--- src/rtl/sr_latch_bank_pkg.sv ---
// Shared types, default widths and the per-cell next-state function for sr_latch_bank.
package sr_latch_bank_pkg;

    typedef enum logic [1:0] {
        SR_RESET_DOM = 2'd0,
        SR_SET_DOM   = 2'd1,
        SR_HOLD      = 2'd2,
        SR_TOGGLE    = 2'd3
    } sr_mode_e;

    localparam int SR_WIDTH_DEF = 8;
    localparam int SR_CNT_W_DEF = 8;

    function automatic logic sr_next(input logic q, input logic s, input logic r,
                                     input sr_mode_e mode);
        logic nxt;
        nxt = q;
        case ({s, r})
            2'b10:   nxt = 1'b1;
            2'b01:   nxt = 1'b0;
            2'b11: begin
                // Conflict resolution is the only place MODE matters
                case (mode)
                    SR_SET_DOM: nxt = 1'b1;
                    SR_HOLD:    nxt = q;
                    SR_TOGGLE:  nxt = ~q;
                    default:    nxt = 1'b0;
                endcase
            end
            default: nxt = q;
        endcase
        return nxt;
    endfunction

endpackage

--- src/rtl/sr_latch_bank_cell.sv ---
// One clocked set/reset storage cell with a registered rising-edge pulse.
module sr_cell
    import sr_latch_bank_pkg::*;
#(
    parameter sr_mode_e MODE = SR_RESET_DOM
) (
    input  logic clk,
    input  logic rst_n,
    input  logic en,
    input  logic s,
    input  logic r,
    output logic q,
    output logic rise
);

    logic q_q, q_d;
    logic rise_q, rise_d;

    always_comb begin
        q_d    = en ? sr_next(q_q, s, r, MODE) : q_q;
        rise_d = q_d & ~q_q;
    end

    always_ff @(posedge clk or negedge rst_n) begin
        if (!rst_n) begin
            q_q    <= 1'b0;
            rise_q <= 1'b0;
        end else begin
            q_q    <= q_d;
            rise_q <= rise_d;
        end
    end

    assign q    = q_q;
    assign rise = rise_q;

endmodule

--- src/rtl/sr_latch_bank.sv ---
// Bank of WIDTH sticky set/reset cells with conflict flag; optional saturating
// conflict counter enabled by defining SR_LATCH_BANK_CONFLICT_CNT_EN.
module sr_latch_bank
    import sr_latch_bank_pkg::*;
#(
    parameter int WIDTH = SR_WIDTH_DEF,
    parameter int MODE  = 0,
    parameter int CNT_W = SR_CNT_W_DEF
) (
    input  logic             clk,
    input  logic             rst_n,
    input  logic             en,
    input  logic [WIDTH-1:0] s,
    input  logic [WIDTH-1:0] r,
`ifdef SR_LATCH_BANK_CONFLICT_CNT_EN
    input  logic             cnt_clr,
    output logic [CNT_W-1:0] conflict_cnt,
`endif
    output logic [WIDTH-1:0] q,
    output logic [WIDTH-1:0] qbar,
    output logic [WIDTH-1:0] rise,
    output logic             any_set,
    output logic             conflict
);

    // Out-of-range MODE falls back to reset-dominant after flagging the error
    localparam sr_mode_e EFF_MODE = (MODE < 0 || MODE > 3) ? SR_RESET_DOM : sr_mode_e'(2'(MODE));

    if (MODE < 0 || MODE > 3) begin : g_bad_mode
        $error("sr_latch_bank: illegal MODE %0d, treated as reset-dominant", MODE);
    end
    if (WIDTH < 1 || CNT_W < 2) begin : g_bad_width
        $error("sr_latch_bank: WIDTH must be >= 1 and CNT_W >= 2");
    end

    for (genvar i = 0; i < WIDTH; i++) begin : g_cell
        sr_cell #(.MODE(EFF_MODE)) u_cell (
            .clk  (clk),
            .rst_n(rst_n),
            .en   (en),
            .s    (s[i]),
            .r    (r[i]),
            .q    (q[i]),
            .rise (rise[i])
        );
    end

    assign qbar    = ~q;
    assign any_set = |q;

    logic conflict_q, conflict_d;

    assign conflict_d = en & (|(s & r));

    always_ff @(posedge clk or negedge rst_n) begin
        if (!rst_n) conflict_q <= 1'b0;
        else        conflict_q <= conflict_d;
    end

    assign conflict = conflict_q;

`ifdef SR_LATCH_BANK_CONFLICT_CNT_EN
    localparam logic [CNT_W-1:0] CNT_MAX = '1;

    logic [CNT_W-1:0] cnt_q, cnt_d;

    // Clear beats increment; counting stops at all-ones
    always_comb begin
        cnt_d = cnt_q;
        if (cnt_clr)
            cnt_d = '0;
        else if (conflict_d && cnt_q != CNT_MAX)
            cnt_d = cnt_q + CNT_W'(1);
    end

    always_ff @(posedge clk or negedge rst_n) begin
        if (!rst_n) cnt_q <= '0;
        else        cnt_q <= cnt_d;
    end

    assign conflict_cnt = cnt_q;
`endif

endmodule
--- config.mk ---
export PLATFORM = sky130hd
export DESIGN_NAME = sr_latch_bank
export DESIGN_NICKNAME = d
export VERILOG_FILES = /design/src/rtl/sr_latch_bank_pkg.sv /design/src/rtl/sr_latch_bank_cell.sv /design/src/rtl/sr_latch_bank.sv
export SDC_FILE = /design/constraint.sdc
export NUM_CORES = 1
export LEC_CHECK = 0
export BUFFER_PORTS_ARGS = -buffer_cell sky130_fd_sc_hd__buf_2
export CORE_MARGIN = 4
export CORE_UTILIZATION = 44
export DETAILED_ROUTE_END_ITERATION = 10
export GPL_ROUTABILITY_DRIVEN = 0
export PLACE_DENSITY_LB_ADDON = 0.3
export SKIP_CTS_REPAIR_TIMING = 1
export SYNTH_ARGS = -nofsm -noshare
export SYNTH_HDL_FRONTEND = slang
export SYNTH_SLANG_ARGS = --single-unit
--- constraint.sdc ---
create_clock -name clk -period 0.9 [get_ports clk]
set_input_delay 0.045 -clock clk [delete_from_list [all_inputs] [get_ports clk]]
set_output_delay 0.045 -clock clk [all_outputs]
set_load 0.03 [all_outputs]
==> Word level (Yosys, flattened, before mapping) <==
Index checks and enable logic that the tools add are counted.
{ "totals": {"reg_bits": 17, "input_bits": 19, "out_inout_bits": 26, "word_cells": 86} }
{ "op_classes": {"eq_ne": 24, "mux": 16, "bitwise": 19, "n_reduce_logical": 10} }
{ "ops": {"columns": ["cell", "n"], "rows": [
  ["$eq 2x2->1 const B", 16],
  ["$eq 2x1->1 const B", 8],
  ["$pmux 1 s2", 8],
  ["$reduce_or 2->1", 8],
  ["$reduce_or 8->1", 2],
  ["$and 1x1->1", 9],
  ["$and 8x8->8", 1],
  ["$mux 1", 8],
  ["$not 1->1", 8],
  ["$not 8->8", 1]
]} }

==> Longest topological paths before layout <==
{ "depth": {"depth_word": 5, "ltp_mapped": 4, "mapped_depth_nobuf": 2} }

==> Hierarchy <==
From an unflattened synthesis, not the netlist that was laid out.
{ "hier_totals": {"cells_unflattened": 66, "area_unflattened_um2": 704.4} }
{ "modules_own_cells": {"columns": ["module", "instances", "cells_per_inst", "area_each_um2", "seq_area_each_um2"], "rows": [
  ["sr_cell", 8, 6, 73.8, 50.0],
  ["sr_latch_bank", 1, 18, 113.9, 25.0]
]} }

==> Least setup slack after synthesis <==
Ideal clock, no wire load.
{ "synth_path": {"kind": "flip-flop to output port", "start": "register g_cell[0].u_cell.q_q", "end": "output any_set", "arrival_time_ns": 0.921, "required_time_ns": 0.855, "setup_slack_ns": -0.066, "path_stages_with_launch": 3, "path_buffers": 0, "path_cell_list": "dfrtp_1 > nor4_1 > nand2_1"} }
{ "synth_between": {"elab_chain_len": 1} }
{ "synth_lines": {"columns": ["item", "line", "rtl"], "rows": [
  ["from (decl)", "sr_latch_bank_cell.sv:16", "logic q_q, q_d;"],
  ["from (signal assigned)", "sr_latch_bank_cell.sv:29", "q_q <= q_d;"],
  ["$reduce_or 8->1", "sr_latch_bank.sv:49", "assign any_set = |q;"],
  ["to (decl)", "sr_latch_bank.sv:22", "output logic any_set,"]
]} }
No other way between the ends.

==> Final worst setup path <==
{ "layout_path": {"start": "register g_cell[3].u_cell.q_q", "end": "output any_set"} }
{ "layout_between": {"elab_chain_len": 1} }
{ "layout_lines": {"columns": ["item", "line"], "rows": [
  ["from (decl)", "sr_latch_bank_cell.sv:16"],
  ["from (signal assigned)", "sr_latch_bank_cell.sv:29"],
  ["$reduce_or 8->1", "sr_latch_bank.sv:49"]
]} }
No other way between the ends.

==> results.md <==
* Tmin final at 1280 ps
* Final hold viol count at 0
* WP data required at 850 ps
* DP Area at 0.00107 mm^2
* Starting DRT DRC Count at 11
* Synth Area in Compound Gates at 28.4%
* Sequential area share after synthesis at 47.8%
* Worst VDD drop at 1.17 mV
* Count of different cell masters after synthesis at 12
* Die area at 0.00281 mm^2
* Hold_sp: s[0]
* Commonest non-fill, non-tap cells in the layout: buf_2 (23), buf_6 (23), dfrtp_1 (17)
* Skew final at 0.325 ps
* Vias in the first global route at 657
* Drt pass-1 iters at 4
* Global route total overflow at 0
* Reg-to-reg startpoint: g_cell[0].u_cell.q
* Largest net degree at the start of global routing at 18
* FF+latch area at 425 um^2
* FP Rows at 16
* Fin cells at 155
* I/O Buffers at 44
* Antenna diodes at 0
* Critical Path AT at 1230 ps
* Initial Util at 45.9%
* CP Capture Type: output pin
* CTS tree: done
* Clock Latency Late Sink at 280 ps
* CP Class: flop to output pin
* CTS buffer count at 3
* Largest family of logic cells by synthesized area: compound AO/OA/AOI/OAI gates
* Root buffer cell: clkbuf_4
* Vias at 725
* Synth Area in Simple Gates at 1.83%
* Io pins at 45
* Crit path capture: any_set
* Dpl hpwl at 1.44 mm
* Share of cells above drive strength 1 at 66.4%
* FILL cells at 149
* Max clock buf depth at 2
* Status: finished with violations
* # nets final at 148
* Total power at 2.32 mW
* Gr usage total at 14.4%
* Multi-input gate area at 339 um^2
* Post-placement cell count at 139
* Worst slew margin at 65.7%
* Final worst setup slack at -378 ps
* Warnings, synthesis at 0
* FF-to-FF End: g_cell[0].u_cell.rise
* Cell Area, Synth at 891 um^2
* Fin. max-slew vios at 0
* Failing checks: negative setup slack
* Met3 Use GR at 3.10%
* Die height at 53.0 um
* Setup Viol. Count Final at 21
* Crit path from: g_cell[3].u_cell.q
* Crit path launch type: flop
* H-tree depth at 1
* Adder-cell share of the synthesized area at 0%
* Top Usage Layer GRT: met2
* Mapped Cells at 77
* Final instance area at 0.00142 mm^2
* Area delta synth->final at 59.4%
* Mux share of post-synthesis cell area at 0%
* Reg2Reg Setup Slack at -50 ps
* GR Util met2 at 24.6%
* Period utilisation layout at 142%
* Pwr/cell area at 1630 mW/mm^2
* Routed wire length at 2.11 mm
* RSZ-0062 raised after global routing: true
* Max cap viols at 0
* Syn_nets at 96
* Worst min path class: input pin to flop
* Post-synthesis sequential element count at 17
* Core ar. at 0.00194 mm^2
* Grt met1 use at 16.5%
* DRC violations left at 0
* Syn avg cell area at 11.6 um^2
* Via density per instance at 4.68
* CTS Sinks at 17
* Clk slew on worst S/H paths at 90 ps
* Antenna viol nets, final at 0
* Wire per inst at 13.6 um
* LEAKAGE at 0.662 nW
* Initial antenna violation count at 0
* Highest Clock Rate at 0.782 GHz
* First-pass GRT wire length at 2.83 mm
* Die X at 53.0 um
* Worst slew pin tran at 514 ps
* Worst-path maximum fanout at 2
* R2R cell count at 4
* XOR/XNOR share of the synthesized area at 0%
-- flip-flops by register name, indices dropped and copies added, names as in the netlist --
register and flops:
g_cell.u_cell.q 8, conflict 1, g_cell.u_cell.rise 8
-- how the worst min path moves through the flow --
stage | end | cells after the start
after detailed placement | g_cell[2].u_cell.rise | 1
after global placement | g_cell[1].u_cell.rise | 1
after global routing | g_cell[0].u_cell.q | 3
final | g_cell[0].u_cell.q | 3
after CTS | g_cell[2].u_cell.rise | 1
after floorplan | conflict | 0
-- power by group --
group / switching [mW] / internal (mW)
clock: 0.223 / 0.172
combinational: 0.577 / 0.456
sequential: 0.0451 / 0.848
total: 0.846 / 1.48
-- layer usage --
| layer | vias to the layer above | part of all wire, % |
|---|---|---|
| li1 | 358 | - |
| met4 | 0 | 0.71 |
| met2 | 24 | 51 |
| met5 | - | 0 |
| met3 | 2 | 7.1 |
| met1 | 341 | 41 |
-- stage by stage --
stage / setup TNS (ps) / setup WS [ps] / hold WS [ps] / utilization [%]
6_report: -2720 / -378 / 64.5 / 73.1
5_1_grt: -3710 / -459 / 68.7 / 73.1
4_1_cts: -3440 / -431 / -332 / 56.4
3_3_place_gp: -85.8 / -85.8 / -16.6 / 55.1
3_5_place_dp: -143 / -106 / -18.8 / 55.1
2_1_floorplan: -54.1 / -54.1 / -251 / -
-- critical path, cell delays in order (launching register included) --
cell and delay (ps):
dfrtp_1 400, nor4_1 280, nand2_1 120, buf_6 160
-- cell type report --
type                    instances  area share [%]
clock buffers                   4            1.85
multi-input cells              32            23.9
inverters                       9            2.56
flip-flops and latches         17            30.0
well taps                      27            2.38
repair buffers                 66            39.4
-- cell families after synthesis --
| group | after synthesis |
|---|---|
| buf+inv | 28 |
| compound gates | 29 |
| simple gates | 3 |
| flops | 17 |
-- cells in the mapped netlist --
cell type,instances,area share [%]
buf_6,2,2.5
inv_1,9,3.8
buf_4,16,13
buf_12,1,2.2
nand2_1,1,0.42
a21oi_4,3,5.5
a21oi_1,13,7.3
a211oi_2,8,11
nor4_1,2,1.4
a22oi_1,4,3.4
dfrtp_1,17,48
a41oi_1,1,0.98
Power figures use the tool's default switching activity.
